File: config.mk
export PLATFORM = sky130hd
export DESIGN_NAME = fpr_bank_swap_seq_flat
export DESIGN_NICKNAME = d
export VERILOG_FILES = /design/src/rtl/fpr_bank_swap_seq_pkg.sv /design/src/rtl/fpr_bank_swap_seq_if.sv /design/src/rtl/fpr_bank_swap_seq.sv /design/src/flat_wrapper.sv
export SDC_FILE = /design/constraint.sdc
export NUM_CORES = 1
export LEC_CHECK = 0
export ABC_CLOCK_PERIOD_IN_PS = 2230
export CORE_AREA = 4 4 118 120
export CTS_BUF_LIST = sky130_fd_sc_hd__clkbuf_4 sky130_fd_sc_hd__clkbuf_8 sky130_fd_sc_hd__clkbuf_16
export DETAILED_ROUTE_END_ITERATION = 6
export DIE_AREA = 0 0 122 124
export PLACE_DENSITY = 0.67
export SYNTH_ARGS = -nofsm -noshare
export SYNTH_HDL_FRONTEND = slang
export SYNTH_SLANG_ARGS = --single-unit
File: constraint.sdc
create_clock -name clk_i -period 2.23 [get_ports clk_i]
set_input_delay 0.446 -clock clk_i [delete_from_list [all_inputs] [get_ports clk_i]]
set_output_delay 0.446 -clock clk_i [all_outputs]
set_load 0.05 [all_outputs]
File: src/rtl/fpr_bank_swap_seq_pkg.sv
// Core definitions shared by the FR/XF bank-swap sequencer: register ids, states, widths.
// FPR_SWAP_64_EN selects pair (64-bit) transfers instead of single (32-bit) transfers.
package fpr_bank_swap_seq_pkg;

  localparam int unsigned RegIdW = 7;

  localparam logic [RegIdW-1:0] UREG_ZZR  = 7'h00;
  localparam logic [RegIdW-1:0] UREG_FR0  = 7'h20;
  localparam logic [RegIdW-1:0] UREG_XF0  = 7'h30;
  localparam logic [RegIdW-1:0] UREG_FPUL = 7'h41;

  localparam logic [1:0] ModeSingle = 2'd0;
  localparam logic [1:0] ModePair   = 2'd1;

`ifdef FPR_SWAP_64_EN
  localparam int unsigned HoldW   = 64;
  localparam logic [3:0]  IdxLast = 4'd7;
`else
  localparam int unsigned HoldW   = 32;
  localparam logic [3:0]  IdxLast = 4'd15;
`endif

  typedef enum logic [1:0] {
    StIdle,
    StXfer,
    StWrbk
  } swap_state_e;

  function automatic logic [RegIdW-1:0] ureg_fr(input logic [3:0] idx);
    return UREG_FR0 | {3'b000, idx};
  endfunction

  function automatic logic [RegIdW-1:0] ureg_xf(input logic [3:0] idx);
    return UREG_XF0 | {3'b000, idx};
  endfunction

endpackage

File: src/rtl/fpr_bank_swap_seq_if.sv
// Pipeline-side and register-file-side signals of the bank-swap sequencer.
interface fpr_bank_swap_seq_if;
  import fpr_bank_swap_seq_pkg::*;

  logic              swap_req;
  logic              swap_busy;
  logic              swap_done;
  logic              pipe_stall;

  logic [RegIdW-1:0] pipe_id_rs;
  logic [RegIdW-1:0] pipe_id_rt;
  logic [1:0]        pipe_mode;
  logic [RegIdW-1:0] pipe_id_ro;
  logic [63:0]       pipe_val_ro;
  logic [1:0]        pipe_st_mode;

  logic [RegIdW-1:0] reg_id_rs;
  logic [RegIdW-1:0] reg_id_rt;
  logic [1:0]        reg_mode;
  logic [RegIdW-1:0] reg_id_ro;
  logic [63:0]       reg_val_ro;
  logic [1:0]        reg_st_mode;

  logic [63:0]       reg_val_rs;
  logic [63:0]       reg_val_rt;

  // Pipeline and register file side.
  modport master (
    output swap_req, pipe_id_rs, pipe_id_rt, pipe_mode, pipe_id_ro, pipe_val_ro, pipe_st_mode,
    output reg_val_rs, reg_val_rt,
    input  swap_busy, swap_done, pipe_stall,
    input  reg_id_rs, reg_id_rt, reg_mode, reg_id_ro, reg_val_ro, reg_st_mode
  );

  // Sequencer side.
  modport slave (
    input  swap_req, pipe_id_rs, pipe_id_rt, pipe_mode, pipe_id_ro, pipe_val_ro, pipe_st_mode,
    input  reg_val_rs, reg_val_rt,
    output swap_busy, swap_done, pipe_stall,
    output reg_id_rs, reg_id_rt, reg_mode, reg_id_ro, reg_val_ro, reg_st_mode
  );

endinterface

File: src/rtl/fpr_bank_swap_seq.sv
// FR<->XF bank exchange sequencer: borrows the register-file ports for a read/write sweep.
// FPR_SWAP_64_EN: eight pair transfers instead of sixteen single transfers.
module fpr_bank_swap_seq
  import fpr_bank_swap_seq_pkg::*;
(
  input logic                 clk_i,
  input logic                 rst_ni,
  fpr_bank_swap_seq_if.slave  bus_io
);

  swap_state_e      state_q, state_d;
  logic [3:0]       idx_q, idx_d;
  logic [HoldW-1:0] hold_q, hold_d;
  logic             idx_last;

  assign idx_last = (idx_q == IdxLast);

  always_ff @(posedge clk_i or negedge rst_ni) begin
    if (!rst_ni) begin
      state_q <= StIdle;
      idx_q   <= '0;
      hold_q  <= '0;
    end else begin
      state_q <= state_d;
      idx_q   <= idx_d;
      hold_q  <= hold_d;
    end
  end

  // Control and id muxing; read data is handled separately so that the
  // id -> register file -> read data path never closes a loop through one process.
  always_comb begin
    state_d              = state_q;
    idx_d                = idx_q;
    bus_io.swap_busy     = 1'b0;
    bus_io.swap_done     = 1'b0;
    bus_io.pipe_stall    = 1'b0;
    bus_io.reg_id_rs     = bus_io.pipe_id_rs;
    bus_io.reg_id_rt     = bus_io.pipe_id_rt;
    bus_io.reg_mode      = bus_io.pipe_mode;
    bus_io.reg_id_ro     = bus_io.pipe_id_ro;
    bus_io.reg_st_mode   = bus_io.pipe_st_mode;

    unique case (state_q)
      StIdle: begin
        if (bus_io.swap_req) begin
          state_d = StXfer;
          idx_d   = '0;
        end
      end
      StXfer: begin
        bus_io.swap_busy  = 1'b1;
        bus_io.pipe_stall = 1'b1;
`ifdef FPR_SWAP_64_EN
        bus_io.reg_mode    = ModePair;
        bus_io.reg_id_rs   = ureg_fr({idx_q[2:0], 1'b0});
        bus_io.reg_id_rt   = ureg_fr({idx_q[2:0], 1'b1});
        bus_io.reg_st_mode = ModePair;
        bus_io.reg_id_ro   = ureg_fr({idx_q[2:0], 1'b1});
`else
        bus_io.reg_mode    = ModeSingle;
        bus_io.reg_id_rs   = ureg_fr(idx_q);
        bus_io.reg_id_rt   = ureg_xf(idx_q);
        bus_io.reg_st_mode = ModeSingle;
        bus_io.reg_id_ro   = ureg_xf(idx_q);
`endif
        state_d = StWrbk;
      end
      StWrbk: begin
        bus_io.swap_busy  = 1'b1;
        bus_io.pipe_stall = 1'b1;
        bus_io.swap_done  = idx_last;
        bus_io.reg_mode   = ModeSingle;
        bus_io.reg_id_rs  = UREG_ZZR;
        bus_io.reg_id_rt  = UREG_ZZR;
`ifdef FPR_SWAP_64_EN
        bus_io.reg_st_mode = ModePair;
        bus_io.reg_id_ro   = ureg_fr({idx_q[2:0], 1'b0});
`else
        bus_io.reg_st_mode = ModeSingle;
        bus_io.reg_id_ro   = ureg_fr(idx_q);
`endif
        if (idx_last) begin
          state_d = StIdle;
        end else begin
          idx_d   = idx_q + 4'd1;
          state_d = StXfer;
        end
      end
      default: state_d = StIdle;
    endcase
  end

  // Write data and XF hold capture.
  always_comb begin
    bus_io.reg_val_ro = bus_io.pipe_val_ro;
    hold_d            = hold_q;
    unique case (state_q)
      StXfer: begin
        bus_io.reg_val_ro = bus_io.reg_val_rs;
`ifdef FPR_SWAP_64_EN
        hold_d = bus_io.reg_val_rt;
`else
        hold_d = bus_io.reg_val_rt[31:0];
`endif
      end
      StWrbk: begin
`ifdef FPR_SWAP_64_EN
        bus_io.reg_val_ro = hold_q;
`else
        bus_io.reg_val_ro = {32'h0, hold_q};
`endif
      end
      default: ;
    endcase
  end

`ifndef FPR_SWAP_64_EN
  logic unused_rt_hi;
  assign unused_rt_hi = ^bus_io.reg_val_rt[63:32];
`endif

endmodule

File: src/flat_wrapper.sv
// flat-port wrapper written by rule: the top's interface ports become plain ports
module fpr_bank_swap_seq_flat import fpr_bank_swap_seq_pkg::*;
  (clk_i, rst_ni, bus_io_swap_req, bus_io_pipe_id_rs, bus_io_pipe_id_rt, bus_io_pipe_mode, bus_io_pipe_id_ro, bus_io_pipe_val_ro, bus_io_pipe_st_mode, bus_io_reg_val_rs, bus_io_reg_val_rt, bus_io_swap_busy, bus_io_swap_done, bus_io_pipe_stall, bus_io_reg_id_rs, bus_io_reg_id_rt, bus_io_reg_mode, bus_io_reg_id_ro, bus_io_reg_val_ro, bus_io_reg_st_mode);
  fpr_bank_swap_seq_if bus_io_i ();
  input logic clk_i;
  input logic rst_ni;
  input wire logic [$bits(bus_io_i.swap_req)-1:0] bus_io_swap_req;
  input wire logic [$bits(bus_io_i.pipe_id_rs)-1:0] bus_io_pipe_id_rs;
  input wire logic [$bits(bus_io_i.pipe_id_rt)-1:0] bus_io_pipe_id_rt;
  input wire logic [$bits(bus_io_i.pipe_mode)-1:0] bus_io_pipe_mode;
  input wire logic [$bits(bus_io_i.pipe_id_ro)-1:0] bus_io_pipe_id_ro;
  input wire logic [$bits(bus_io_i.pipe_val_ro)-1:0] bus_io_pipe_val_ro;
  input wire logic [$bits(bus_io_i.pipe_st_mode)-1:0] bus_io_pipe_st_mode;
  input wire logic [$bits(bus_io_i.reg_val_rs)-1:0] bus_io_reg_val_rs;
  input wire logic [$bits(bus_io_i.reg_val_rt)-1:0] bus_io_reg_val_rt;
  output wire logic [$bits(bus_io_i.swap_busy)-1:0] bus_io_swap_busy;
  output wire logic [$bits(bus_io_i.swap_done)-1:0] bus_io_swap_done;
  output wire logic [$bits(bus_io_i.pipe_stall)-1:0] bus_io_pipe_stall;
  output wire logic [$bits(bus_io_i.reg_id_rs)-1:0] bus_io_reg_id_rs;
  output wire logic [$bits(bus_io_i.reg_id_rt)-1:0] bus_io_reg_id_rt;
  output wire logic [$bits(bus_io_i.reg_mode)-1:0] bus_io_reg_mode;
  output wire logic [$bits(bus_io_i.reg_id_ro)-1:0] bus_io_reg_id_ro;
  output wire logic [$bits(bus_io_i.reg_val_ro)-1:0] bus_io_reg_val_ro;
  output wire logic [$bits(bus_io_i.reg_st_mode)-1:0] bus_io_reg_st_mode;
  assign bus_io_i.swap_req = bus_io_swap_req;
  assign bus_io_i.pipe_id_rs = bus_io_pipe_id_rs;
  assign bus_io_i.pipe_id_rt = bus_io_pipe_id_rt;
  assign bus_io_i.pipe_mode = bus_io_pipe_mode;
  assign bus_io_i.pipe_id_ro = bus_io_pipe_id_ro;
  assign bus_io_i.pipe_val_ro = bus_io_pipe_val_ro;
  assign bus_io_i.pipe_st_mode = bus_io_pipe_st_mode;
  assign bus_io_i.reg_val_rs = bus_io_reg_val_rs;
  assign bus_io_i.reg_val_rt = bus_io_reg_val_rt;
  assign bus_io_swap_busy = bus_io_i.swap_busy;
  assign bus_io_swap_done = bus_io_i.swap_done;
  assign bus_io_pipe_stall = bus_io_i.pipe_stall;
  assign bus_io_reg_id_rs = bus_io_i.reg_id_rs;
  assign bus_io_reg_id_rt = bus_io_i.reg_id_rt;
  assign bus_io_reg_mode = bus_io_i.reg_mode;
  assign bus_io_reg_id_ro = bus_io_i.reg_id_ro;
  assign bus_io_reg_val_ro = bus_io_i.reg_val_ro;
  assign bus_io_reg_st_mode = bus_io_i.reg_st_mode;
  fpr_bank_swap_seq u_core (.clk_i(clk_i), .rst_ni(rst_ni), .bus_io(bus_io_i));
endmodule
Word-level counts from Yosys, hierarchy flattened
Index checks and enable logic that the tools add are counted.
{"block": "classes", "n_eq_ne": 5, "n_reduce_logical": 4, "add_sub_neg": 1, "n_mux": 14}
{"op": "one-hot mux 64 bit (2 select lines)", "n": 1}
{"op": "one-hot mux 7 bit (2 select lines)", "n": 3}
{"op": "2-to-1 mux 4 bit", "n": 2}
{"op": "one-hot mux 4 bit (2 select lines)", "n": 1}
{"op": "2-to-1 mux 2 bit", "n": 3}
{"op": "one-hot mux 2 bit (3 select lines)", "n": 1}
{"op": "adder 4 x 1 -> 4 bit, second input constant", "n": 1}
{"op": "equality test 4 bit, second input constant", "n": 1}
{"op": "inequality test 2 bit, second input constant", "n": 2}
{"op": "2-to-1 mux 1 bit", "n": 3}
{"op": "AND reduction 3 bit", "n": 1}
{"op": "equality test 2 x 1 -> 1 bit, second input constant", "n": 1}
{"op": "equality test 2 bit, second input constant", "n": 1}
{"op": "logical NOT 2 bit", "n": 1}
{"op": "nonzero test 2 bit", "n": 1}
{"op": "OR reduction 2 bit", "n": 1}
{"block": "totals", "inputBits": 220, "register_bits": 38, "output_inout_bits": 92, "wordCells": 27}

Logic depth before layout (Yosys ltp)
Gate-level depths: netlist of run 1.
{"block": "depth", "word_depth": 3, "depth_mapped": 8, "depth_no_buf": 6}

Worst setup path after synthesis of run 1
OpenSTA, ideal clock, no wires.
{"block": "synth_path", "path_kind": "register to output", "startpoint": "reg u_core.state_q[0]", "endpoint": "out bus_io_reg_id_ro[4]", "n_path_buf": 2, "arrival_ns": 2.524, "path_stages_with_launch": 6, "t_required_ns": 1.784, "setup_slack_ns": -0.740, "cell_sequence": "dfrtp_1 inv_1 ha_1 buf_4 clkbuf_1 o21ai_0"}
{"block": "synth_via", "elab_chain_len": 2, "word_cells_on_any_way": 3, "cone_classes": "eq/ne (2); mux (1)"}
{"element": "start, declared", "line_no": "fpr_bank_swap_seq.sv:11", "source": "swap_state_e state_q, state_d;"}
{"element": "start signal, assigned", "line_no": "fpr_bank_swap_seq.sv:20", "source": "state_q <= StIdle;"}
{"element": "start signal, assigned", "line_no": "fpr_bank_swap_seq.sv:24", "source": "state_q <= state_d;"}
{"element": "equality test 2 bit / equality test 2 x 1 -> 1 bit (equally long branches)", "line_no": "fpr_bank_swap_seq.sv:44", "source": "unique case (state_q)"}
{"element": "one-hot mux 7 bit (2 select lines) *", "line_no": "fpr_bank_swap_seq.sv:44"}
{"element": "end, declared", "line_no": "flat_wrapper.sv:22", "source": "output wire logic [$bits(bus_io_i.reg_id_ro)-1:0] bus_io_reg_id_ro;"}
Every way passes the cells marked *; elsewhere a longest branch is shown, timed or not.

Worst setup path after layout of run 1
{"block": "layout_path", "startpoint": "reg u_core.state_q[1]", "endpoint": "out bus_io_reg_val_ro[60]"}
{"block": "layout_via", "elab_chain_len": 2, "word_cells_on_any_way": 3, "cone_classes": "eq/ne (2); mux (1)"}
{"element": "equality test 2 bit / equality test 2 x 1 -> 1 bit (equally long branches)", "line_no": "fpr_bank_swap_seq.sv:98", "source": "unique case (state_q)"}
{"element": "one-hot mux 64 bit (2 select lines) *", "line_no": "fpr_bank_swap_seq.sv:98"}
{"element": "end, declared", "line_no": "flat_wrapper.sv:23", "source": "output wire logic [$bits(bus_io_i.reg_val_ro)-1:0] bus_io_reg_val_ro;"}
Marked as above.

==> results of run 1 <==
## routing by layer
layer  vias up  track usage
met2       131        0.377
met3        15       0.0381
met1      1948        0.236
met4         0       0.0378
met5         -            0
li1       1879            -
## sequential cells by signal (all words and copies together), names as in the netlist
signal and cells:
u_core.idx_q 4, u_core.hold_q 32, u_core.state_q 2
## worst max-delay path: stages (launching register included)
cell and delay, ps:
dfrtp_1 410, inv_2 110, ha_4 230, buf_12 150, buf_16 160, buf_16 150
o21ai_4 200, buf_12 160
## path summary, 6_finish.rpt
| path | endpoint | slack (ps) | cells past startpoint |
|---|---|---|---|
| min in group clk_i | u_core.hold_q[6] | 510 | 1 |
| max in group asynchronous | u_core.state_q[0] | 1330 | 1 |
| hold / removal | u_core.hold_q[20] | 290 | 1 |
| setup reg to reg | u_core.idx_q[2] | 570 | 6 |
| hold reg to reg | u_core.hold_q[6] | 510 | 1 |
| setup / recovery | bus_io_reg_val_ro[60] | -60 | 7 |
## what timing repair did
item                                    CTS  global route
gates resized for setup                 122            47
pin swaps                                41            17
endpoints found under the setup margin   84            90
buffers inserted                         13             2
gates cloned                             11             3
## layout make-up
type / count / area (um2)
Inverter: 52 / 198
Multi-Input combinational cell: 258 / 2800
Clock buffer: 6 / 139
Sequential cell: 38 / 952
Timing Repair Buffer: 321 / 4400
Clock inverter: 1 / 30.0
Tap cell: 176 / 220
Fill cell: 929 / 4240
## cells by family after synthesis
logic type	count (synthesis)	share of synthesized area
mux	33	0.127
compound gates	122	0.241
buf+inv	83	0.138
simple gates	97	0.142
flops	38	0.326
fa+ha+maj	6	0.0257
## stage by stage
step,util,instance area [um2],hold slack [ps],setup WS [ps],TNS (ps)
finish,0.673,8740,293,-63.2,-1190
global route,0.673,8740,363,-119,-6220
CTS,0.654,8490,324,-88.4,-3680
detailed placement,0.563,7300,498,95.5,0
global placement,0.563,7300,492,126,0
floorplan,-,3490,150,-79.0,-824
## layout by cell type, fill, tap and decap left out, drive strengths merged, types with 2 or more instances in the layout
cell type and instances:
buf 131, clkdlybuf4s50 186, o22ai 5, nand2 43, o21ai 50, nand3 4
mux2 32, a21oi 32, nor2b 9, ha 6, nand2b 3, a22oi 32
nand4 2, inv 52, dfrtp 38, clkbuf 9, nor2 33
==> flow_metrics.py, run 1 <==
metrics = {
    "timing": {
        "skew_ps": 4.72,
        "layout_worst_path_cycle_share": 1.03,
        "rsz0062_at_grt": "yes",
        "fin_crit_ps": 2290,
        "final.setup.worst_slack_ps": -63.2,
        "hold_viol": 0,
        "slew_headroom": 0.413,
        "fmax_mhz": 436,
        "tightest_slew_ps": 881,
        "setup_viol": 44,
        "drv_slew": 0,
    },
    "critical_path": {
        "crit_required_ps": 1780,
        "crit_type": "flop to primary output",
        "cp-start-kind": "flop",
        "path_max_fanout": 6,
        "crit_start": "u_core.state_q[1]",
        "cp.arrival_ps": 1850,
        "r2r_start": "u_core.state_q[1]",
        "end_kind": "primary output",
    },
    "route": {
        "routed-wl-met2_um": 9270,
        "routedWlPerCell_um": 19.4,
        "drtPass1Iterations": 4,
        "dr.max_layer_used": "met4",
        "drtIter0Drc": 97,
        "detail_route.vias_per_cell": 4.66,
        "postRouteAntennaNets": 0,
        "wirelength_um": 16500,
        "met3_length_um": 974,
        "drc": 0,
        "met1_length_um": 6080,
        "vias": 3973,
    },
    "clocking": {
        "htree_levels": 2,
        "clk_pin_slew_ps": 60,
        "cts_tree": "built",
        "clock_path_buffers": 2,
        "clock-root-buffer": "clkbuf_16",
        "cts-buffers-inserted": 5,
        "insertion_delay_ps": 270,
        "ctsHoldBuffers": 0,
        "clkSinkCount": 38,
    },
    "placement": {
        "dp_hpwl_um": 11300,
        "io_buffers": 279,
        "gp_congestion": 0.740,
        "placed_cells": 819,
    },
    "global_routing": {
        "overflow": 0,
        "antenna_found_initial": 0,
        "grt_start_max_net_pins": 39,
        "grt_pass1_vias": 4154,
        "grt_first_pass_wirelength_um": 23300,
        "grt_util_all_layers": 0.199,
    },
    "job": {
        "cap_violations": 0,
    },
    "synth": {
        "syn_area_per_cell_um2": 7.71,
        "synth_cell_types": 26,
        "synth_commonest_cells": "52 x inv_1, 43 x nand2_1, 39 x o21ai_0, 38 x dfrtp_1, 33 x nor2_1",
        "synth_area_leaders": "dfrtp_1 33%, mux2_2 12%, a22oi_1 8.2%, o21ai_0 6.7%, inv_1 6.7%",
        "synth_most_common_cell": "inv_1",
        "ys_async_sr_fraction": 1.00,
        "synth_area_um2": 2920,
        "syn_inst": 379,
        "syn_nets": 605,
        "yosys_register_bits": 38,
        "synth_enable_flop_cells": 0,
        "synth_warnings": 0,
        "synth_area_leader_cell": "dfrtp_1",
        "synth_top_flop_cell": "dfrtp_1",
        "netlist.area_leader.share": 0.326,
        "synth.yosys.seq_area_share": 0.326,
    },
    "floorplan": {
        "die_area_um2": 15100,
        "die_h_um": 124,
        "row_count": 42,
        "pin_count": 312,
        "die_width_um": 122,
        "start_util": 0.225,
        "core-area_um2": 13000,
    },
    "final_layout": {
        "drive_gt1_frac": 0.488,
        "area_growth_pct": 199,
        "stdcell_count": 852,
        "num-nets-final": 902,
        "insertedDiodeCount": 0,
    },
    "outcome": {
        "violations": "negative setup slack",
        "outcome": "finished, violations left",
    },
    "worst_hold_path": {
        "hp-class": "input port to async pin",
    },
}
Power of run 1 is not shown: default switching activity piles up to over one toggle a cycle in this logic, so the estimate is an artifact.
==> run 2: changes to the inputs <==
--- a/config.mk
+++ b/config.mk
@@ -5,7 +5,8 @@
 export SDC_FILE = /design/constraint.sdc
 export NUM_CORES = 1
 export LEC_CHECK = 0
-export ABC_CLOCK_PERIOD_IN_PS = 2230
+export ABC_CLOCK_PERIOD_IN_PS = 2400
+export CAP_MARGIN = 20
 export CORE_AREA = 4 4 118 120
 export CTS_BUF_LIST = sky130_fd_sc_hd__clkbuf_4 sky130_fd_sc_hd__clkbuf_8 sky130_fd_sc_hd__clkbuf_16
 export DETAILED_ROUTE_END_ITERATION = 6
==> constraint.sdc (replaced) <==
create_clock -name clk_i -period 2.4 [get_ports clk_i]
set_input_delay 0.48 -clock clk_i [delete_from_list [all_inputs] [get_ports clk_i]]
set_output_delay 0.48 -clock clk_i [all_outputs]
set_load 0.05 [all_outputs]
==> run 2 against run 1 <==
  * The run now ends clean
  * Register-to-register slack better by 90 ps
  * Wire length down 19%
  * Global-route usage down 3.5 points
  * Highest routed layer unchanged
  * Setup slack better by 160 ps
  * Critical endpoint is now bus_io_reg_val_ro[38]
  * Final cell count shrank 1.8%
==> flow_metrics.py, run 2 (same netlist as run 1, synthesis figures left out) <==
metrics = {
    "outcome": {
        "outcome": "finished clean",
    },
    "critical_path": {
        "crit_buf_inv": 4,
        "crit_family": "buffers and inverters",
        "worst_path_most_repeated_cell": "buf_12",
        "crit_chain": "inv_2 -> ha_4 -> buf_16 -> buf_12 -> o21ai_2 -> buf_12",
        "cp.arrival_ps": 1830,
        "cp-start-kind": "flop",
        "crit_type": "flop to primary output",
        "crit_required_ps": 1920,
        "critPathSlowestCell": "dfrtp_1",
        "path_max_fanout": 48,
        "max_stage_delay_ps": 410,
        "end_kind": "primary output",
    },
    "timing": {
        "hold_viol": 0,
        "skew_ps": 3.03,
        "fin_crit_ps": 2310,
        "drv_slew": 0,
        "setup_viol": 0,
        "tightest_slew_ps": 900,
        "slew_headroom": 0.400,
        "fmax_mhz": 433,
        "layout_worst_path_cycle_share": 0.961,
    },
    "clocking": {
        "clk_pin_slew_ps": 60,
        "cts_tree": "built",
        "cts-buffers-inserted": 5,
        "clock_path_buffers": 2,
        "insertion_delay_ps": 280,
        "clock-root-buffer": "clkbuf_16",
        "htree_levels": 2,
        "clkSinkCount": 38,
        "ctsHoldBuffers": 0,
    },
    "final_layout": {
        "largest_reg_flops": 32,
        "post-route-util": 0.575,
        "final_common_cell": "clkdlybuf4s50_1",
        "layout_common_cells": "186 x clkdlybuf4s50_1, 90 x buf_12, 51 x inv_1, 43 x nand2_1, 37 x dfrtp_1",
        "largest-register": "u_core.hold_q",
        "num-nets-final": 885,
        "multi_input_area_um2": 1990,
        "largestRegisters": "u_core.hold_q: 32 flops, u_core.idx_q: 4 flops, u_core.state_q: 2 flops",
        "regArea_um2": 952,
        "drive_gt1_frac": 0.362,
        "area_growth_pct": 156,
        "stdcell_count": 837,
        "n_fill_cell": 1140,
    },
    "floorplan": {
        "die_h_um": 124,
        "die_width_um": 122,
        "start_util": 0.225,
        "pin_count": 312,
        "row_count": 42,
        "die_area_um2": 15100,
        "core-area_um2": 13000,
    },
    "route": {
        "vias": 3743,
        "postRouteAntennaNets": 0,
        "drc": 0,
        "drtIter0Drc": 118,
        "drtPass1Iterations": 4,
        "detail_route.vias_per_cell": 4.47,
        "wirelength_um": 13400,
        "routedWlPerCell_um": 16.0,
    },
    "global_routing": {
        "grt_first_pass_wirelength_um": 19700,
        "grt_pass1_vias": 3875,
        "grt_util_all_layers": 0.164,
        "overflow": 0,
        "antenna_found_initial": 1,
        "grt_start_max_net_pins": 49,
    },
    "placement": {
        "dp_hpwl_um": 11100,
        "gp_congestion": 0.807,
        "placed_cells": 818,
        "io_buffers": 279,
    },
    "worst_hold_path": {
        "hp-class": "input port to async pin",
    },
    "job": {
        "cap_violations": 0,
    },
}
## run 2: changes by cell type in the layout (fill, tap and decap cells not counted), moves of 17 or more
cell and delta:
a21oi_2 +17, o21ai_4 -41, o21ai_2 +33, a21oi_4 -17, a22oi_1 +23, nand2_2 -25
a22oi_2 -23, nand2_1 +32
## run 2: final timing paths
check	start	to	slack [ps]	depth (start not counted)
hold reg to reg	u_core.hold_q[26]	u_core.hold_q[26]	510	1
setup reg to reg	u_core.state_q[1]	u_core.idx_q[2]	660	7
hold / removal	rst_ni	u_core.hold_q[0]	330	1
min in group clk_i	u_core.hold_q[26]	u_core.hold_q[26]	510	1
setup / recovery	u_core.state_q[1]	bus_io_reg_val_ro[38]	90	6
max in group asynchronous	rst_ni	u_core.state_q[0]	1440	1
## run 2: timing repair
action | CTS | global route
gates resized for setup | 5 | 5
endpoints found under the hold margin | 0 | 0
setup endpoints to repair | 78 | 74
setup buffers | 5 | 5
pin swaps | 2 | 0
## run 2: per-layer routing
metal / GRT usage / vias up / wire length, um
met5: 0 / - / 0
met2: 0.315 / 148 / 7270
met1: 0.172 / 1736 / 4690
li1: - / 1840 / -
met4: 0.0441 / 0 / 290
met3: 0.0527 / 19 / 1120
## run 2: per-stage QoR
step	worst slack [ps]	hold WS (ps)	cell area, um2	setup TNS (ps)
6_report	92.8	329	7460	0
5_1_grt	-1.46	406	7460	-1.46
4_1_cts	-10.1	367	7400	-16.7
3_5_place_dp	118	497	7130	0
3_3_place_gp	198	492	7130	0
2_1_floorplan	-72.7	184	3310	-2290
## run 2: final cells by class
cell class                 count  area share
multi-input combinational    258       0.267
timing repair buffer         304       0.523
inverter                      52      0.0262
tap                          176      0.0295
antenna                        1    0.000335
clock inverter                 2     0.00805
sequential                    38       0.128
clock buffer                   6      0.0186
Power of run 2 is left out for the same reason.
